==> config.mk <==
export PLATFORM = sky130hd
export DESIGN_NAME = ps2_host_tx
export DESIGN_NICKNAME = d
export VERILOG_FILES = /design/src/rtl/ps2_pkg.sv /design/src/rtl/ps2_line_sync.sv /design/src/rtl/ps2_host_tx.sv
export SDC_FILE = /design/constraint.sdc
export NUM_CORES = 1
export LEC_CHECK = 0
export ABC_AREA = 1
export BUFFER_PORTS_ARGS = -buffer_cell sky130_fd_sc_hd__buf_2
export CAP_MARGIN = 20
export CORE_UTILIZATION = 50
export DETAILED_ROUTE_END_ITERATION = 10
export PLACE_DENSITY = 0.68
export SLEW_MARGIN = 25
export SYNTH_ARGS = -nofsm -noshare
export SYNTH_HDL_FRONTEND = slang
export SYNTH_HIERARCHICAL = 1
export SYNTH_SLANG_ARGS = --single-unit
==> constraint.sdc <==
create_clock -name pclk -period 2.3 [get_ports pclk]
set_clock_uncertainty 0.05 [all_clocks]
set_input_delay 0.46 -clock pclk [delete_from_list [all_inputs] [get_ports pclk]]
set_output_delay 0.46 -clock pclk [all_outputs]
set_load 0.05 [all_outputs]
==> src/rtl/ps2_pkg.sv <==
// Shared PS/2 definitions: host transmitter states, framing bits and keyboard
// command bytes. Also imported by the keyboard receive path.
package ps2_pkg;

    typedef logic [2:0] state_t;

    localparam state_t ST_IDLE      = 3'd0;
    localparam state_t ST_INHIBIT   = 3'd1;
    localparam state_t ST_RTS       = 3'd2;
    localparam state_t ST_SEND      = 3'd3;
    localparam state_t ST_WAIT_IDLE = 3'd4;
    localparam state_t ST_DONE      = 3'd5;
    localparam state_t ST_ERR       = 3'd6;

    localparam logic START_BIT = 1'b0;
    localparam logic STOP_BIT  = 1'b1;

    localparam logic [7:0] CMD_RESET   = 8'hFF;
    localparam logic [7:0] CMD_SET_LED = 8'hED;
    localparam logic [7:0] CMD_ENABLE  = 8'hF4;

    // Bits shifted out after the start bit: data LSB first, odd parity, stop.
    localparam int FRAME_W = 10;

    // The fall that drives the stop bit; the next fall is the device ACK.
    localparam logic [3:0] STOP_FALL = 4'd10;

    function automatic logic [FRAME_W-1:0] tx_frame(input logic [7:0] data);
        return {STOP_BIT, ~^data, data};
    endfunction

endpackage

==> src/rtl/ps2_line_sync.sv <==
// Two-flop synchronizers for the raw PS/2 clock and data lines plus a
// single-cycle falling-edge pulse on the synchronized clock.
module ps2_line_sync (
    input  logic pclk,
    input  logic rst,
    input  logic clk_in,
    input  logic data_in,
    output logic clk_sync,
    output logic data_sync,
    output logic clk_fall
);

    logic clk_s1_q, clk_s1_d;
    logic clk_s2_q, clk_s2_d;
    logic clk_prev_q, clk_prev_d;
    logic data_s1_q, data_s1_d;
    logic data_s2_q, data_s2_d;

    always_comb begin
        clk_s1_d   = clk_in;
        clk_s2_d   = clk_s1_q;
        clk_prev_d = clk_s2_q;
        data_s1_d  = data_in;
        data_s2_d  = data_s1_q;
    end

    // Idle PS/2 lines float high, so reset to 1 to avoid a phantom fall.
    always_ff @(posedge pclk or negedge rst) begin
        if (!rst) begin
            clk_s1_q   <= 1'b1;
            clk_s2_q   <= 1'b1;
            clk_prev_q <= 1'b1;
            data_s1_q  <= 1'b1;
            data_s2_q  <= 1'b1;
        end else begin
            // NOTE: non-blocking assignments let every flop sample the pre-edge
            // value, so the chain really is two stages deep.
            clk_s1_q   <= clk_s1_d;
            clk_s2_q   <= clk_s2_d;
            clk_prev_q <= clk_prev_d;
            data_s1_q  <= data_s1_d;
            data_s2_q  <= data_s2_d;
        end
    end

    assign clk_sync  = clk_s2_q;
    assign data_sync = data_s2_q;
    assign clk_fall  = clk_prev_q & ~clk_s2_q;

endmodule

==> src/rtl/ps2_host_tx.sv <==
// PS/2 host-to-device command transmitter: inhibit, request-to-send, clocked
// out by the device on its falling edges, then ACK check and bus-idle wait.
module ps2_host_tx
    import ps2_pkg::*;
#(
    parameter int INHIBIT_CYCLES = 6500,
    parameter int START_TIMEOUT  = 975000,
    parameter int PACKET_TIMEOUT = 130000,
    parameter int CNT_W          = 20
) (
    input  logic       pclk,
    input  logic       rst,
    input  logic [7:0] tx_data,
    input  logic       tx_valid,
    output logic       tx_ready,
    output logic       tx_busy,
    output logic       tx_done,
    output logic       tx_err,
    input  logic       ps2_clk_in,
    input  logic       ps2_data_in,
    output logic       ps2_clk_oe,
    output logic       ps2_data_oe
);

    localparam logic [CNT_W-1:0] INHIBIT_LAST = CNT_W'(INHIBIT_CYCLES - 1);
    localparam logic [CNT_W-1:0] START_LIM    = CNT_W'(START_TIMEOUT);
    localparam logic [CNT_W-1:0] PACKET_LIM   = CNT_W'(PACKET_TIMEOUT);
    localparam logic [CNT_W-1:0] CNT_MAX      = {CNT_W{1'b1}};

    logic clk_sync, data_sync, clk_fall;

    ps2_line_sync u_sync (
        .pclk      (pclk),
        .rst       (rst),
        .clk_in    (ps2_clk_in),
        .data_in   (ps2_data_in),
        .clk_sync  (clk_sync),
        .data_sync (data_sync),
        .clk_fall  (clk_fall)
    );

    state_t             state_q, state_d;
    logic [CNT_W-1:0]   cnt_q, cnt_d, cnt_inc;
    logic [3:0]         edge_n_q, edge_n_d;
    logic [FRAME_W-1:0] shift_q, shift_d;
    logic               clk_oe_q, clk_oe_d;
    logic               data_oe_q, data_oe_d;
    logic               accept;

    assign accept  = tx_valid && (state_q == ST_IDLE);
    assign cnt_inc = (cnt_q == CNT_MAX) ? cnt_q : cnt_q + 1'b1;

    always_comb begin
        // NOTE: every _d signal gets its hold value first, so no branch below
        // can leave one unassigned and infer a latch.
        state_d   = state_q;
        cnt_d     = cnt_inc;
        edge_n_d  = edge_n_q;
        shift_d   = shift_q;
        clk_oe_d  = clk_oe_q;
        data_oe_d = data_oe_q;

        case (state_q)
            ST_IDLE: begin
                cnt_d = '0;
                if (accept) begin
                    state_d   = ST_INHIBIT;
                    shift_d   = tx_frame(tx_data);
                    edge_n_d  = '0;
                    clk_oe_d  = 1'b1;
                    data_oe_d = 1'b0;
                end
            end

            // Device falls are ignored here: our pull-down owns the clock line.
            ST_INHIBIT: begin
                if (cnt_q == INHIBIT_LAST) begin
                    state_d   = ST_RTS;
                    clk_oe_d  = 1'b0;
                    data_oe_d = ~START_BIT;
                    cnt_d     = '0;
                end
            end

            ST_RTS: begin
                if (cnt_q == START_LIM) begin
                    state_d = ST_ERR;
                end else if (clk_fall) begin
                    state_d   = ST_SEND;
                    edge_n_d  = 4'd1;
                    data_oe_d = ~shift_q[0];
                    shift_d   = {STOP_BIT, shift_q[FRAME_W-1:1]};
                    cnt_d     = '0;
                end
            end

            // Each fall presents the next bit while the device holds clock low;
            // the fall after the stop bit is the ACK sample point.
            ST_SEND: begin
                if (cnt_q == PACKET_LIM) begin
                    state_d = ST_ERR;
                end else if (clk_fall) begin
                    edge_n_d = edge_n_q + 4'd1;
                    if (edge_n_q == STOP_FALL) begin
                        state_d = data_sync ? ST_ERR : ST_WAIT_IDLE;
                    end else begin
                        data_oe_d = ~shift_q[0];
                        shift_d   = {STOP_BIT, shift_q[FRAME_W-1:1]};
                    end
                end
            end

            ST_WAIT_IDLE: begin
                if (cnt_q == PACKET_LIM) begin
                    state_d = ST_ERR;
                end else if (clk_sync && data_sync) begin
                    state_d = ST_DONE;
                end
            end

            ST_DONE, ST_ERR: begin
                state_d  = ST_IDLE;
                cnt_d    = '0;
                edge_n_d = '0;
            end

            default: begin
                state_d = ST_IDLE;
                cnt_d   = '0;
            end
        endcase

        // Any abort lets go of both lines in the same edge that enters ERR.
        if (state_d == ST_ERR || state_d == ST_DONE || state_d == ST_IDLE) begin
            clk_oe_d  = 1'b0;
            data_oe_d = 1'b0;
        end
        if (accept) begin
            clk_oe_d = 1'b1;
        end
    end

    // Line enables are flops on the async reset, so rst releases the bus at
    // once rather than at the next pclk edge.
    always_ff @(posedge pclk or negedge rst) begin
        if (!rst) begin
            state_q   <= ST_IDLE;
            cnt_q     <= '0;
            edge_n_q  <= '0;
            shift_q   <= '0;
            clk_oe_q  <= 1'b0;
            data_oe_q <= 1'b0;
        end else begin
            state_q   <= state_d;
            cnt_q     <= cnt_d;
            edge_n_q  <= edge_n_d;
            shift_q   <= shift_d;
            clk_oe_q  <= clk_oe_d;
            data_oe_q <= data_oe_d;
        end
    end

    assign tx_ready    = (state_q == ST_IDLE);
    assign tx_busy     = ~tx_ready;
    assign tx_done     = (state_q == ST_DONE);
    assign tx_err      = (state_q == ST_ERR);
    assign ps2_clk_oe  = clk_oe_q;
    assign ps2_data_oe = data_oe_q;

endmodule

==> results_dict.tcl <==
set metrics [dict create \
    path_clk_slew_ns 0.10 \
    avgViaCountPerCell 5.17 \
    synth_nets 418 \
    gr-usage-all-layers_pct 23.1 \
    finalCritPeriodShare_pct 89.1 \
    dr.pass1.iters 4 \
    synth_flop_cell "dfrtp_1" \
    die_y_um 78.9 \
    synth_cell_types 32 \
    routedWlPerCell_um 13.2 \
    wl_met2_mm 3.06 \
    hold_buffers 0 \
    post-route-min-period_ns 2.05 \
    hp-class "in2async" \
    cp-end-kind "output port" \
    maxCapViolations 0 \
    postRouteAntennaNets 0 \
    cellPowerDensity_nw_per_um2 456 \
    clkSinkCount 44 \
    max_stage_delay_ns 0.45 \
    layout-drive-gt1-share_pct 19.4 \
    hold_viol_final 0 \
    grt_pass1_wl_mm 11.3 \
    initialDrtViolationCount 255 \
    wl_mm 6.52 \
    synth-seq-area-share_pct 37.5 \
    synth_compound_area_share_pct 8.85 \
    rsz0062_at_grt "false" \
    hpwl_mm 5.07 \
    start_kind "flop" \
    ir_drop_mv 0.310 \
    syn-cell-area_sq_um 2950 \
    area_growth_pct 8.09 \
    clk_latency_ns 0.30 \
    nets 439 \
    m1WireLength_mm 3.14 \
    status "completed" \
    fp.dieW_um 78.9 \
    post_cts_resized 0 \
    worst_pin_slew_ns 0.551 \
    vias 2558 \
    regArea_sq_um 1110 \
    start_util_pct 52.7 \
    ioPinCount 19 \
    ff2ff_path_depth 12 \
    slew_violations 0 \
    grt_antenna_before_repair 0 \
    synthCells 401 \
    crit_fanout 5 \
    final_util_pct 56.9 \
    htreeDepth 2 \
    async_reset_ff_share_pct 100 \
    drc 0 \
    grt_overflow 0 \
    cts_buffers 5 \
    fmax_ghz 0.488 \
    synth_mux_area_share_pct 0 \
    synth_top_family_by_area "simple AND/OR/NAND/NOR gates" \
    worstPathArrival_ns 1.54 \
    globalplace.congestion 0.967 \
    synth_fa_ha_area_share_pct 1.69 \
    rows 27 \
    synth-seq-cells 44 \
    crit_path_top_delay_cell "dfrtp_1" \
    grt_max_degree 45 \
    synth_xor_area_share_pct 5.04 \
    cts_buffer_depth 2 \
    core_sq_um 5610 \
    cp_data_required_time_ns 1.79 \
    avgSynthCellArea_sq_um 7.37 \
    die_area_sq_um 6220 \
    p_leak_nw 1.67 \
    setup-tns-final_ns 0 \
    finalSetupViolCount 0 \
    ys_warn_count 6 \
    routed.top_layer "met4" \
    multi_input_area_sq_um 1510 \
    cts_tree "done" \
    met3_length_um 255 \
    cts_setup_buffers 0 \
    cts_root_buf "clkbuf_8" \
    synth-simple-area-share_pct 35.5 \
    final.fill_count 562 \
    slew_headroom_pct 63.3 \
    critical_path_class "reg2out" \
    synth_enable_flop_cells 0 \
    worstPathCellList "inv_1 -> nand2_1 -> nor2_1 -> buf_2" \
    port_buffers 18 \
    grt_pass1_vias 2452 \
    antenna_cells 0 \
]
[cell usage after synthesis, types with 4 or more instances]
cell type  instances  area, sq um
o211ai_1           4         30.0
nand4_1            8         50.1
nor2_4             4         45.0
o21ai_0           21          105
ha_1               4         50.1
inv_2             13         48.8
buf_6              4         45.0
nor2_1            46          173
xor2_1            10         87.6
inv_1             60          225
nor4_1             4         25.0
nor2_2             8         50.1
xnor2_1            7         61.3
dfstp_2            5          131
nor3_1             8         40.0
dfrtp_1           39          976
a21oi_1           11         55.1
nand2_2           12         75.1
nand2_1           81          304
nand3_1           31          155
[worst max-delay path, delay by kind of cell (launching register included)]
kind / cells / cell delay, ns
AND/OR/NAND/NOR: 2 / 0.36
flip-flops: 1 / 0.45
buffers and inverters: 2 / 0.42
[routing by layer]
| layer | global-route usage (%) | vias to the layer above |
|---|---|---|
| li1 | - | 1310 |
| met1 | 32.5 | 1183 |
| met2 | 37.1 | 57 |
| met3 | 3.79 | 8 |
| met4 | 5.45 | 0 |
| met5 | 0 | - |
[state kept, by name, indices dropped and copies added (netlist names)]
| signal | count |
|---|---|
| cnt_q | 20 |
| edge_n_q | 4 |
| ps2_clk_oe | 1 |
| ps2_data_oe | 1 |
| shift_q | 10 |
| state_q | 3 |
| u_sync/clk_prev_q | 1 |
| u_sync/clk_s1_q | 1 |
| u_sync/clk_sync | 1 |
| u_sync/data_s1_q | 1 |
| u_sync/data_sync | 1 |
[cells by family after synthesis]
family,Yosys count
AO/OA/AOI/OAI,46
buffers and inverters,78
AND/OR/NAND/NOR,212
flip-flops,44
adder cells (fa/ha/maj),4
XOR/XNOR,17
[cell type report]
class	instances	area share (%)
Multi-Input combinational cell	279	47.2
Sequential cell	44	34.7
Inverter	73	8.58
Timing Repair Buffer	19	3.06
Tap cell	72	2.82
Clock buffer	5	2.16
Clock inverter	3	1.49
[cell usage in the layout (no fill, tap or decap), types with 2 or more instances in the layout]
master and n:
nand4_1 8, xnor2_1 7, nor2_1 46, o22ai_1 2
xor2_1 10, nor4_1 4, o21ai_2 2, o21a_1 3
nor3_1 8, nand3_1 31, inv_2 13, ha_1 4
buf_2 18, nand4_2 3, nor2_4 4, dfrtp_1 39
clkbuf_8 5, dfstp_2 5, nand2_1 81, nand2_2 12
o21ai_0 21, nor3_2 3, clkinv_4 2, o211ai_1 4
a21oi_1 11, o21ai_1 2, inv_1 60, nor2_2 8
[worst paths after layout]
| check | from | endpoint | slack (ns) |
|---|---|---|---|
| setup / recovery | state_q[1] | tx_done | 0.25 |
| hold / removal | rst | cnt_q[9] | 0.17 |
| setup reg to reg | cnt_q[0] | cnt_q[9] | 0.31 |
| hold reg to reg | u_sync/data_s1_q | u_sync/data_sync | 0.31 |
| max in group asynchronous | rst | u_sync/data_s1_q | 1.63 |
| min in group pclk | ps2_clk_in | u_sync/clk_s1_q | 0.20 |
[power by group]
group / switching (mW) / total, mW / internal, mW
combinational: 0.0371 / 0.0620 / 0.0248
sequential: 0.00241 / 0.783 / 0.781
clock: 0.283 / 0.610 / 0.327
total: 0.323 / 1.46 / 1.13
[per-stage QoR]
step / hold slack (ns) / area (sq um) / total power, mW / std cells / setup WS (ns)
2_1_floorplan: 0.114 / 2950 / 0.828 / 401 / 0.117
3_3_place_gp: 0.298 / 3080 / 0.860 / 487 / 0.385
3_5_place_dp: 0.300 / 3080 / 0.862 / 487 / 0.324
4_1_cts: 0.186 / 3190 / 1.49 / 495 / 0.261
5_1_grt: 0.178 / 3190 / 1.52 / 495 / 0.0904
6_report: 0.170 / 3190 / 1.46 / 495 / 0.252
No activity file was read; power rests on OpenSTA's default activity.
